`src/rtl/game_countdown_timer.sv`:
```
// Round countdown timer: counts whole seconds down from GAME_SECONDS in BCD, driven by tick pulses.
// Latency: state/digits update on the edge that samples tick/start/stop/add_bonus; visible one cycle later.
// Backpressure: none; all control inputs are single-cycle pulses except pause, which is a hold level.
//
// Ports:
//   clk, rst_n        clock, asynchronous active-low reset
//   tick              1-cycle pulse, TICKS_PER_SEC of these make one second
//   start / stop      1-cycle pulses: (re)start the round / abort to idle
//   pause             level: freeze the countdown while high
//   add_bonus         1-cycle pulse: add BONUS_SECONDS (saturating at 99)
//   sec_tens/sec_ones remaining seconds as two BCD digits
//   running           high only while actively counting
//   time_up           1-cycle pulse on the cycle the digits first show 00
module game_countdown_timer #(
  parameter int GAME_SECONDS  = 60,
  parameter int TICKS_PER_SEC = 10,
  parameter int BONUS_SECONDS = 5
) (
  input  logic       clk,
  input  logic       rst_n,
  input  logic       tick,
  input  logic       start,
  input  logic       stop,
  input  logic       pause,
  input  logic       add_bonus,
  output logic [3:0] sec_tens,
  output logic [3:0] sec_ones,
  output logic       running,
  output logic       time_up
);

  typedef enum logic [1:0] {
    ST_IDLE   = 2'd0,
    ST_RUN    = 2'd1,
    ST_PAUSED = 2'd2,
    ST_DONE   = 2'd3
  } state_t;

  localparam logic [3:0] INIT_TENS = 4'(GAME_SECONDS / 10);
  localparam logic [3:0] INIT_ONES = 4'(GAME_SECONDS % 10);
  localparam logic [7:0] SUB_LAST  = 8'(TICKS_PER_SEC - 1);
  localparam logic [7:0] BONUS_VAL = 8'(BONUS_SECONDS);

  state_t     state_q, state_d;
  logic [3:0] tens_q, tens_d;
  logic [3:0] ones_q, ones_d;
  logic [7:0] sub_q, sub_d;
  logic       running_q, running_d;
  logic       time_up_q, time_up_d;

  logic [7:0] val_cur;
  logic [7:0] val_nxt;
  logic       sec_dec;

  always_comb begin
    state_d   = state_q;
    tens_d    = tens_q;
    ones_d    = ones_q;
    sub_d     = sub_q;
    time_up_d = 1'b0;
    sec_dec   = 1'b0;
    // Arithmetic is done on the binary value of the two digits; the result
    // is split back into BCD, which keeps borrow and saturation trivial.
    val_cur   = {4'd0, tens_q} * 8'd10 + {4'd0, ones_q};
    val_nxt   = val_cur;

    if (stop) begin
      state_d = ST_IDLE;
      tens_d  = INIT_TENS;
      ones_d  = INIT_ONES;
      sub_d   = 8'd0;
    end else if (start) begin
      state_d = ST_RUN;
      tens_d  = INIT_TENS;
      ones_d  = INIT_ONES;
      sub_d   = 8'd0;
    end else begin
      case (state_q)
        ST_RUN: begin
          if (pause) begin
            state_d = ST_PAUSED;
          end else begin
            if (tick) begin
              if (sub_q == SUB_LAST) begin
                sub_d   = 8'd0;
                sec_dec = 1'b1;
              end else begin
                sub_d = sub_q + 8'd1;
              end
            end
            // The value is never 00 while running, so the decrement cannot wrap.
            val_nxt = val_cur - {7'd0, sec_dec} + (add_bonus ? BONUS_VAL : 8'd0);
            if (val_nxt > 8'd99) begin
              val_nxt = 8'd99;
            end
            tens_d = 4'(val_nxt / 8'd10);
            ones_d = 4'(val_nxt % 8'd10);
            if (val_nxt == 8'd0) begin
              state_d   = ST_DONE;
              time_up_d = 1'b1;
            end
          end
        end
        ST_PAUSED: begin
          if (!pause) begin
            state_d = ST_RUN;
          end
        end
        default: begin
          // IDLE and DONE hold everything until start/stop.
        end
      endcase
    end

    running_d = (state_d == ST_RUN);
  end

  always_ff @(posedge clk or negedge rst_n) begin
    if (!rst_n) begin
      state_q   <= ST_IDLE;
      tens_q    <= INIT_TENS;
      ones_q    <= INIT_ONES;
      sub_q     <= 8'd0;
      running_q <= 1'b0;
      time_up_q <= 1'b0;
    end else begin
      state_q   <= state_d;
      tens_q    <= tens_d;
      ones_q    <= ones_d;
      sub_q     <= sub_d;
      running_q <= running_d;
      time_up_q <= time_up_d;
    end
  end

  assign sec_tens = tens_q;
  assign sec_ones = ones_q;
  assign running  = running_q;
  assign time_up  = time_up_q;

endmodule

```
`config.mk`:
```
export PLATFORM = sky130hd
export DESIGN_NAME = game_countdown_timer
export DESIGN_NICKNAME = d
export VERILOG_FILES = /design/src/rtl/game_countdown_timer.sv
export SDC_FILE = /design/constraint.sdc
export NUM_CORES = 1
export LEC_CHECK = 0
export ABC_AREA = 1
export ABC_CLOCK_PERIOD_IN_PS = 5800
export CAP_MARGIN = 25
export CORE_ASPECT_RATIO = 0.8
export CORE_MARGIN = 2
export CORE_UTILIZATION = 45
export DETAILED_ROUTE_END_ITERATION = 8
export PLACE_DENSITY = 0.62
export SYNTH_ARGS = -nofsm -noshare
export SYNTH_HDL_FRONTEND = slang
export SYNTH_SLANG_ARGS = --single-unit
```
`constraint.sdc`:
```
create_clock -name clk -period 5.8 [get_ports clk]
set_input_delay 1.16 -clock clk [delete_from_list [all_inputs] [get_ports clk]]
set_output_delay 1.16 -clock clk [all_outputs]
set_load 0.01 [all_outputs]
```
## Word-level counts from Yosys, hierarchy flattened

Cells that the tools add are included.

| operators by class | value |
|---|---|
| $add $sub $neg | 4 |
| multipliers | 1 |
| div/mod/pow operators | 2 |
| magnitude comparators | 1 |
| equality and inequality tests | 5 |
| muxes and demuxes | 37 |
| reductions and logical operators | 5 |

Operator list:

| cell | number |
|---|---|
| 8-bit 2-to-1 mux | 11 |
| 4-bit 2-to-1 mux | 8 |
| 1-bit 2-to-1 mux | 11 |
| 2-bit 2-to-1 mux | 5 |
| 8-bit by 1-bit adder with 8-bit output (second input constant) | 1 |
| 8-bit by 3-bit adder with 8-bit output | 1 |
| 8-bit by 4-bit adder with 8-bit output | 1 |
| 8-bit by 4-bit divider with 8-bit output (second input constant) | 1 |
| 8-bit by 4-bit equality test with 1-bit output (second input constant) | 1 |
| 8-bit by 7-bit > comparator with 1-bit output (second input constant) | 1 |
| 8-bit zero test | 1 |
| 8-bit by 4-bit modulo with 8-bit output (second input constant) | 1 |
| 8-bit by 1-bit subtractor with 8-bit output | 1 |
| 4-bit by 3-bit multiplier with 7-bit output (second input constant) | 1 |
| 3-bit nonzero test | 2 |
| 2-bit by 1-bit equality test with 1-bit output (second input constant) | 2 |
| 2-bit case mux with 2 select lines | 1 |
| 3-bit 2-to-1 mux | 1 |
| 3-bit != test (second input constant) | 1 |
| 3-bit AND reduction | 1 |
| 2-bit equality test (second input constant) | 1 |
| 2-bit AND reduction | 1 |

| storage, ports and cells | value |
|---|---|
| register bits after elaboration | 20 |
| input bits | 7 |
| output and inout bits | 10 |
| word-level logic and storage cells | 61 |

## Logic depth before layout (Yosys ltp)

Gate-level depths: netlist (run 1).

| logic depth | value |
|---|---|
| word-level depth | 22 |
| depth in mapped cells | 35 |
| gate-level depth less buffers | 35 |

## Worst setup path before layout (run 1)

Ideal clock, no wire load.

| timing path | value |
|---|---|
| path kind | input -> register |
| start | in add_bonus |
| end | reg ones_q[3] (netlist: sec_ones[3]) |
| library setup time | 0.117 ns |
| data arrival time | 4.196 ns |
| data required time | 5.683 ns |
| slack | 1.486 ns |
| stages | 25 |
| buffers on the path | 0 |
| cells stage by stage | inv_1 ha_1 inv_1 fa_1 fa_1 nand3_1 inv_1 nor2_1 nand2_2 nand2_4 o21ai_2 nor2_4 nand3_4 nand2_4 nand2_2 nand2_2 inv_2 o21ai_1 nand2_2 ha_1 nand3b_1 nand2_1 nand2_1 nand3_1 nand2_1 |

| between the ends | value |
|---|---|
| longest elaborated chain between the ends | 13 |

Ends and longest elaborated chain:

| element | line | RTL |
|---|---|---|
| start: declaration | 25 | `input logic add_bonus,` |
| 3-bit 2-to-1 mux * | 92 | `val_nxt = val_cur - {7'd0, sec_dec} + (add_bonus ? BONUS_VAL : 8'd0);` |
| 8-bit by 3-bit adder with 8-bit output * | 92 |  |
| 8-bit by 7-bit > comparator with 1-bit output | 93 | `if (val_nxt > 8'd99) begin` |
| 8-bit 2-to-1 mux * | 93 |  |
| 8-bit 2-to-1 mux * | 80 | `if (pause) begin` |
| 8-bit 2-to-1 mux * | 78 | `case (state_q)` |
| 8-bit 2-to-1 mux * | 72 | `end else if (start) begin` |
| 8-bit 2-to-1 mux * | 67 | `if (stop) begin` |
| 8-bit by 4-bit modulo with 8-bit output * | 97 | `ones_d = 4'(val_nxt % 8'd10);` |
| 4-bit 2-to-1 mux * | 80 |  |
| 4-bit 2-to-1 mux * | 78 |  |
| 4-bit 2-to-1 mux * | 72 |  |
| 4-bit 2-to-1 mux * | 67 |  |
| end signal: assignment | 129 | `ones_q <= ones_d;` |
| end: declaration | 46 | `logic [3:0] ones_q, ones_d;` |

Every way passes the cells marked *; elsewhere a longest branch is shown, timed or not. The select of a mux whose other input is x is not followed.
A chain may end at the register's enable or synchronous reset.

## Worst setup path in the final report (run 1)

Same ends and word-level chain as after synthesis.

==> results of run 1 <==
==> worst max-delay path by stage <==
stage               from                 endpoint  slack (ns)  depth (start not counted)
4_1_cts        add_bonus  sec_ones[3]$_DFFE_PN0P_        0.99                         26
3_3_place_gp   add_bonus  sec_ones[3]$_DFFE_PN0P_        0.84                         26
6_report       add_bonus  sec_ones[3]$_DFFE_PN0P_        1.00                         26
5_1_grt        add_bonus  sec_ones[3]$_DFFE_PN0P_        0.70                         26
3_5_place_dp   add_bonus  sec_ones[3]$_DFFE_PN0P_        0.70                         26
2_1_floorplan  add_bonus  sec_ones[3]$_DFFE_PN0P_        1.49                         25
==> worst max-delay path, stage by stage <==
cell and delay, ns:
clkdlybuf4s50_1 0.45, inv_1 0.06, ha_1 0.28, inv_1 0.05, fa_1 0.50, fa_1 0.49, nand3_1 0.13, inv_1 0.04
nor2_1 0.10, nand2_2 0.08, nand2_4 0.13, o21ai_2 0.10, nor2_4 0.17, nand3_4 0.11, nand2_4 0.09, nand2_2 0.06
nand2_2 0.07, inv_2 0.04, o21ai_1 0.14, nand2_2 0.10, ha_1 0.19, nand3b_1 0.17, nand2_1 0.07, nand2_1 0.05
nand3_1 0.06, nand2_1 0.05
==> logic make-up (layout without fill, tap and decap cells) <==
kind of cell | count (synthesis) | count (layout)
XOR/XNOR | 4 | 4
adder cells (fa/ha/maj) | 28 | 28
multiplexers | 1 | 1
AO/OA/AOI/OAI | 27 | 27
buffers and inverters | 73 | 93
AND/OR/NAND/NOR | 148 | 148
flip-flops | 20 | 20
==> per-stage QoR <==
| step | cells | hold WS (ns) | instance area (um2) | setup WS (ns) |
|---|---|---|---|---|
| after floorplan | 301 | 0.500 | 2090 | 1.49 |
| after global placement | 377 | 0.523 | 2330 | 0.835 |
| after detailed placement | 377 | 0.527 | 2330 | 0.696 |
| after CTS | 381 | 0.544 | 2380 | 0.994 |
| after global routing | 381 | 0.581 | 2380 | 0.702 |
| final | 381 | 0.540 | 2380 | 1.00 |
==> registers in the layout (all words and copies together), names as in the netlist <==
register and flops:
running 1, sec_ones 4, sec_tens 4, state_q 2, sub_q 8, time_up 1
==> placed cells by master (no fill, tap or decap), drive strengths merged, types with 8 or more instances in the layout <==
cell type | synthesis | routed
dfrtp | 18 | 18
nand2 | 87 | 87
o21ai | 10 | 10
clkdlybuf4s50 | 0 | 16
inv | 73 | 73
ha | 25 | 25
nor2 | 22 | 22
a21oi | 8 | 8
nand3 | 28 | 28
==> final cells by class <==
cell class / count / area share (%)
Inverter: 73 / 11.5
Tap cell: 60 / 3.15
Clock buffer: 4 / 2.31
Timing Repair Buffer: 16 / 6.73
Sequential cell: 20 / 21.1
Multi-Input combinational cell: 208 / 55.2
==> metal layers <==
metal,global-route usage (%),vias to the layer above
li1,-,989
met1,27.8,773
met2,27.4,28
met3,2.92,5
met4,2.54,0
met5,0,-
==> key figures, run 1 <==
Status
  • Status: complete, no violations

Worst hold path
  • Hold path endpoint: sec_ones[1]$_DFFE_PN0P_
  • HP Start: sec_ones[1]$_DFFE_PN0P_
  • Hold Crit Class: flip-flop to flip-flop
  • Hold Crit Depth: 2

Timing
  • Worst clock skew: 0.00192 ns
  • Final Max Slew Viols: 0
  • RSZ-0062 raised after global routing: false
  • Final setup TNS: 0 ns
  • Final Hold Viols: 0
  • Worst slew pin tran: 0.873 ns
  • Final worst-path cycle share: 82.7%
  • Final Setup Violations: 0
  • Min Tclk post-route: 4.80 ns
  • Maximum clock frequency: 0.208 GHz
  • Slew headroom: 41.6%

Worst setup path
  • Setup CP Type: primary input to flip-flop
  • WP data arrival: 4.95 ns
  • Worst Setup Start Kind: primary input
  • Cells on worst reg2reg path: 27
  • CP Capture Type: flip-flop
  • CP max FO: 8
  • Worst r2r src: sec_tens[3]$_DFFE_PN0P_
  • Worst R2R End: sec_ones[3]$_DFFE_PN0P_
  • FF-to-FF setup slack: 1.26 ns
  • Critical Path RT: 5.96 ns

Finish
  • Area Growth Syn to Fin: 13.9%
  • Ant diodes: 0
  • Fillcell total: 471
  • Nets@finish: 357
  • Area occupied by multi-input gates: 1310 um2
  • Proportion of layout cells with a drive suffix above 1: 13.4%
  • Core Util, Final: 52.4%
  • FF+latch area: 503 um2

CTS
  • TritonCTS clock tree: built
  • Hold_buf cts: 0
  • Root buf cell: clkbuf_8
  • Number of post-CTS setup repair buffers: 0
  • Maximum root-to-sink buffer count: 2
  • Reg clk slew, reported paths: 0.07 ns
  • CTS Sinks: 20
  • CTS H-tree lvls: 1
  • Clock Latency Late Sink: 0.26 ns
  • Total CTS buffers: 3
  • PostCTS Resize Cnt: 0

Global route
  • Number of global-route vias before repair: 1661
  • Initial antenna violation count: 0
  • GRT Residual Overflow: 0
  • Global-route wire length before repair: 7510 um
  • GRT Util Overall: 18.2%
  • Pin count of the biggest net entering global routing: 21

Synth
  • Synth Area in XOR/XNOR: 1.68%
  • Compound-Gate Fraction of Synth Area: 7.54%
  • Synth Area per Inst: 6.95 um2
  • Synth Warn #: 0
  • Post-Synth Simple-Gate Area: 35.3%
  • Adder-cell share of the synthesized area: 17.8%
  • Top cell type's share of synthesized area: 21.5%
  • Synth area leaders: dfrtp_1 (22%), ha_1 (15%), nand2_1 (12%), inv_1 (11%), nand3_1 (5.7%)
  • Post-synthesis mux area share: 0.479%
  • Post-Syn Nets: 336
  • FF+latch count, synth: 20
  • Post-Synthesis Cells: 301
  • Post-synth EDFFs: 0
  • Synth cell types: 31
  • Area leader, netlist: dfrtp_1
  • Async set-reset flop share out of synthesis: 100%
  • Sequential share of the synthesized area: 24.1%
  • Most frequent cells after synthesis: nand2_1 (68), inv_1 (63), ha_1 (25)
  • Most frequent cell after synthesis: nand2_1
  • Post-synth top flop: dfrtp_1
  • Synth Cell Area: 2090 um2
  • Largest family of logic cells by synthesized area: simple AND/OR/NAND/NOR gates

Routing
  • Drt total wl: 4230 um
  • Via count: 1795
  • Pre-antenna DRT Iters: 4
  • Metal3 WL: 99 um
  • ANT nets after route: 0
  • Vias per cell: 4.71
  • DR DRC count: 0
  • Met1 wire length: 2400 um
  • Wirelength per Cell: 11.1 um
  • Uppermost layer routed: met4
  • Wire length on met2: 1710 um
  • Detailed Route Iter0 Violations: 77

Place
  • IO buf count: 16
  • Dpl hpwl: 3580 um
  • Routability congestion estimate: 0.797

Floorplan
  • FP Rows: 22
  • Initial Utilization: 46.0%
  • Die Height: 65.0 um
  • Die X: 80.2 um
  • I/O pin count: 17
  • Die Area: 5210 um2
  • Core region area: 4540 um2

Run
  • MaxCap Viol Count: 0
Power of run 1 is not shown: default switching activity piles up to over one toggle a cycle in this logic, so the estimate is an artifact.
==> run 2, diff against run 1 <==
--- a/config.mk
+++ b/config.mk
@@ -6,7 +6,7 @@
 export NUM_CORES = 1
 export LEC_CHECK = 0
 export ABC_AREA = 1
-export ABC_CLOCK_PERIOD_IN_PS = 5800
+export ABC_CLOCK_PERIOD_IN_PS = 4700
 export CAP_MARGIN = 25
 export CORE_ASPECT_RATIO = 0.8
 export CORE_MARGIN = 2
==> constraint.sdc (replaced) <==
create_clock -name clk -period 4.7 [get_ports clk]
set_input_delay 0.94 -clock clk [delete_from_list [all_inputs] [get_ports clk]]
set_output_delay 0.94 -clock clk [all_outputs]
set_load 0.01 [all_outputs]
==> run 2 against run 1 <==
Against the previous run:
- critical path depth stayed put
- cell area up 3.7%
- clock-buffer cell count fell by 1
- hold slack gained 0.0046 ns
- non-clock buffer count grew 6
- highest routed layer unchanged
==> key figures, run 2 (synthesis results as in run 1) <==
Worst setup path
  • Worst Setup Start Kind: primary input
  • Setup crit start: add_bonus
  • WP data arrival: 4.57 ns (-0.38 ns)
  • CP max FO: 8 (unchanged)
  • Setup CP Type: primary input to flip-flop
  • Critical Path RT: 4.85 ns (-1.11 ns)
  • Worst r2r src: sec_tens[2]$_DFFE_PN1P_
  • CP Capture Type: flip-flop

Finish
  • Most flops, register: sub_q
  • Fillcell total: 463 (-1.7%)
  • Leading cell types in the layout, fill and taps excluded: nand2_1 (68), inv_1 (63), nand3_1 (24), ha_1 (24), nor2_1 (19)
  • Proportion of layout cells with a drive suffix above 1: 16.8% (+3.4 points)
  • Leading cell type in the layout, fill and taps excluded: nand2_1
  • Nets@finish: 363 (+1.7%)
  • Ant diodes: 0 (unchanged)
  • Core Util, Final: 54.4% (+1.9 points)
  • Number of flip-flops in the largest register: 8 (unchanged)
  • Area Growth Syn to Fin: 18.1%

Timing
  • Worst slew pin tran: 0.891 ns (+0.0181 ns)
  • Final worst-path cycle share: 94.1%
  • Final Max Slew Viols: 0 (unchanged)
  • Setup WS post-layout: 0.280 ns (-0.724 ns)
  • Worst clock skew: 0.00818 ns (+0.00626 ns)
  • Final Hold Viols: 0 (unchanged)
  • Min Tclk post-route: 4.42 ns
  • Final Setup Violations: 0 (unchanged)
  • Maximum clock frequency: 0.226 GHz
  • Slew headroom: 40.4% (-1.2 points)

Routing
  • Wirelength per Cell: 11.5 um (+3.8%)
  • Via count: 1870 (+4.2%)
  • DR DRC count: 0 (unchanged)
  • ANT nets after route: 0 (unchanged)
  • Pre-antenna DRT Iters: 4 (unchanged)
  • Detailed Route Iter0 Violations: 108 (+40%)
  • Drt total wl: 4460 um (+5.5%)
  • Vias per cell: 4.83 (+2.6%)

Floorplan
  • Die X: 80.2 um (unchanged)
  • I/O pin count: 17 (unchanged)
  • Core region area: 4540 um2 (unchanged)
  • Die Height: 65.0 um (unchanged)
  • FP Rows: 22 (unchanged)
  • Initial Utilization: 46.0% (unchanged)
  • Die Area: 5210 um2 (unchanged)

Status
  • Status: complete, no violations

Worst hold path
  • Hold Crit Class: flip-flop to flip-flop
  • HP Start: sec_ones[1]$_DFFE_PN0P_

CTS
  • CTS H-tree lvls: 1 (unchanged)
  • Total CTS buffers: 3 (unchanged)
  • Hold_buf cts: 0 (unchanged)
  • TritonCTS clock tree: built
  • Reg clk slew, reported paths: 0.08 ns (about the same)
  • Maximum root-to-sink buffer count: 2 (unchanged)
  • CTS Sinks: 20 (unchanged)
  • Clock Latency Late Sink: 0.26 ns (about the same)
  • Root buf cell: clkbuf_8

Global route
  • GRT Residual Overflow: 0 (unchanged)
  • Number of global-route vias before repair: 1767 (+6.4%)
  • GRT Util Overall: 19.3% (+1.2 points)
  • Initial antenna violation count: 0 (unchanged)
  • Pin count of the biggest net entering global routing: 21 (unchanged)
  • Global-route wire length before repair: 7980 um (+6.2%)

Run
  • MaxCap Viol Count: 0 (unchanged)

Place
  • Routability congestion estimate: 0.826 (+3.7%)
  • Pre-CTS setup slack: -0.0467 ns (-0.743 ns)
  • IO buf count: 16 (unchanged)
  • Dpl hpwl: 3700 um (+3.2%)
[run 2: cell count changes in the layout (fill, tap and decap cells not counted), sizes merged]
cell    change
buf         +6
bufinv      +1
clkbuf      -1
[run 2: per-stage QoR]
stage                     instance area (um2)  cells  hold slack (ns)  setup TNS [ns]
final                                    2470    387            0.545               0
after global routing                     2470    387            0.563       -0.000343
after CTS                                2430    386            0.544               0
after detailed placement                 2360    382            0.523         -0.0566
after global placement                   2360    382            0.520               0
after floorplan                          2090    301            0.500               0
[run 2: per-layer routing]
metal	track usage [%]	share of wire [%]	vias up
met5	0	0	-
met3	3.34	3.5	4
met4	3.18	0.94	0
met1	29.5	53	840
li1	-	-	996
met2	28.9	43	30
[run 2: worst max-delay path, stage by stage]
cell and delay [ns]:
clkdlybuf4s50_1 0.45, inv_1 0.05, ha_1 0.26, inv_1 0.05
fa_1 0.51, fa_2 0.45, nand3_1 0.11, inv_1 0.05
nor2_1 0.10, nand2_2 0.07, nand2_4 0.13, nand2_2 0.09
nor2_4 0.17, nand3_4 0.12, nand2_4 0.09, nand2_2 0.05
nand2_2 0.06, inv_2 0.04, o21ai_1 0.14, nand2_2 0.08
ha_1 0.18, nand3b_1 0.15, nand2_1 0.06, nand2_1 0.05
nand3_1 0.06, nand2_1 0.05
[run 2: path summary, 6_finish.rpt]
path / end / slack (ns) / cells after the start
min in group asynchronous: sub_q[5]$_DFFE_PN0P_ / 1.17 / 1
max in group asynchronous: sec_tens[3]$_DFFE_PN0P_ / 2.97 / 1
hold reg to reg: sec_ones[1]$_DFFE_PN0P_ / 0.54 / 2
setup reg to reg: sec_ones[3]$_DFFE_PN0P_ / 0.35 / 29
setup / recovery: sec_ones[3]$_DFFE_PN0P_ / 0.28 / 26
hold / removal: sec_ones[1]$_DFFE_PN0P_ / 0.54 / 2
[run 2: cell type report]
cell class | instances | area [um2] | share of cell area [%]
Timing Repair Buffer | 22 | 205 | 8.31
Inverter | 73 | 274 | 11.1
Sequential cell | 20 | 503 | 20.4
Clock buffer | 3 | 41.3 | 1.67
Clock inverter | 1 | 30.0 | 1.22
Tap cell | 60 | 75.1 | 3.04
Multi-Input combinational cell | 208 | 1340 | 54.3
[run 2: timing repair]
item	CTS	global route
hold endpoints to repair	0	0
endpoints found under the setup margin	0	4
resized for setup	0	6
setup buffers	0	1
Power of run 2 is left out for the same reason.
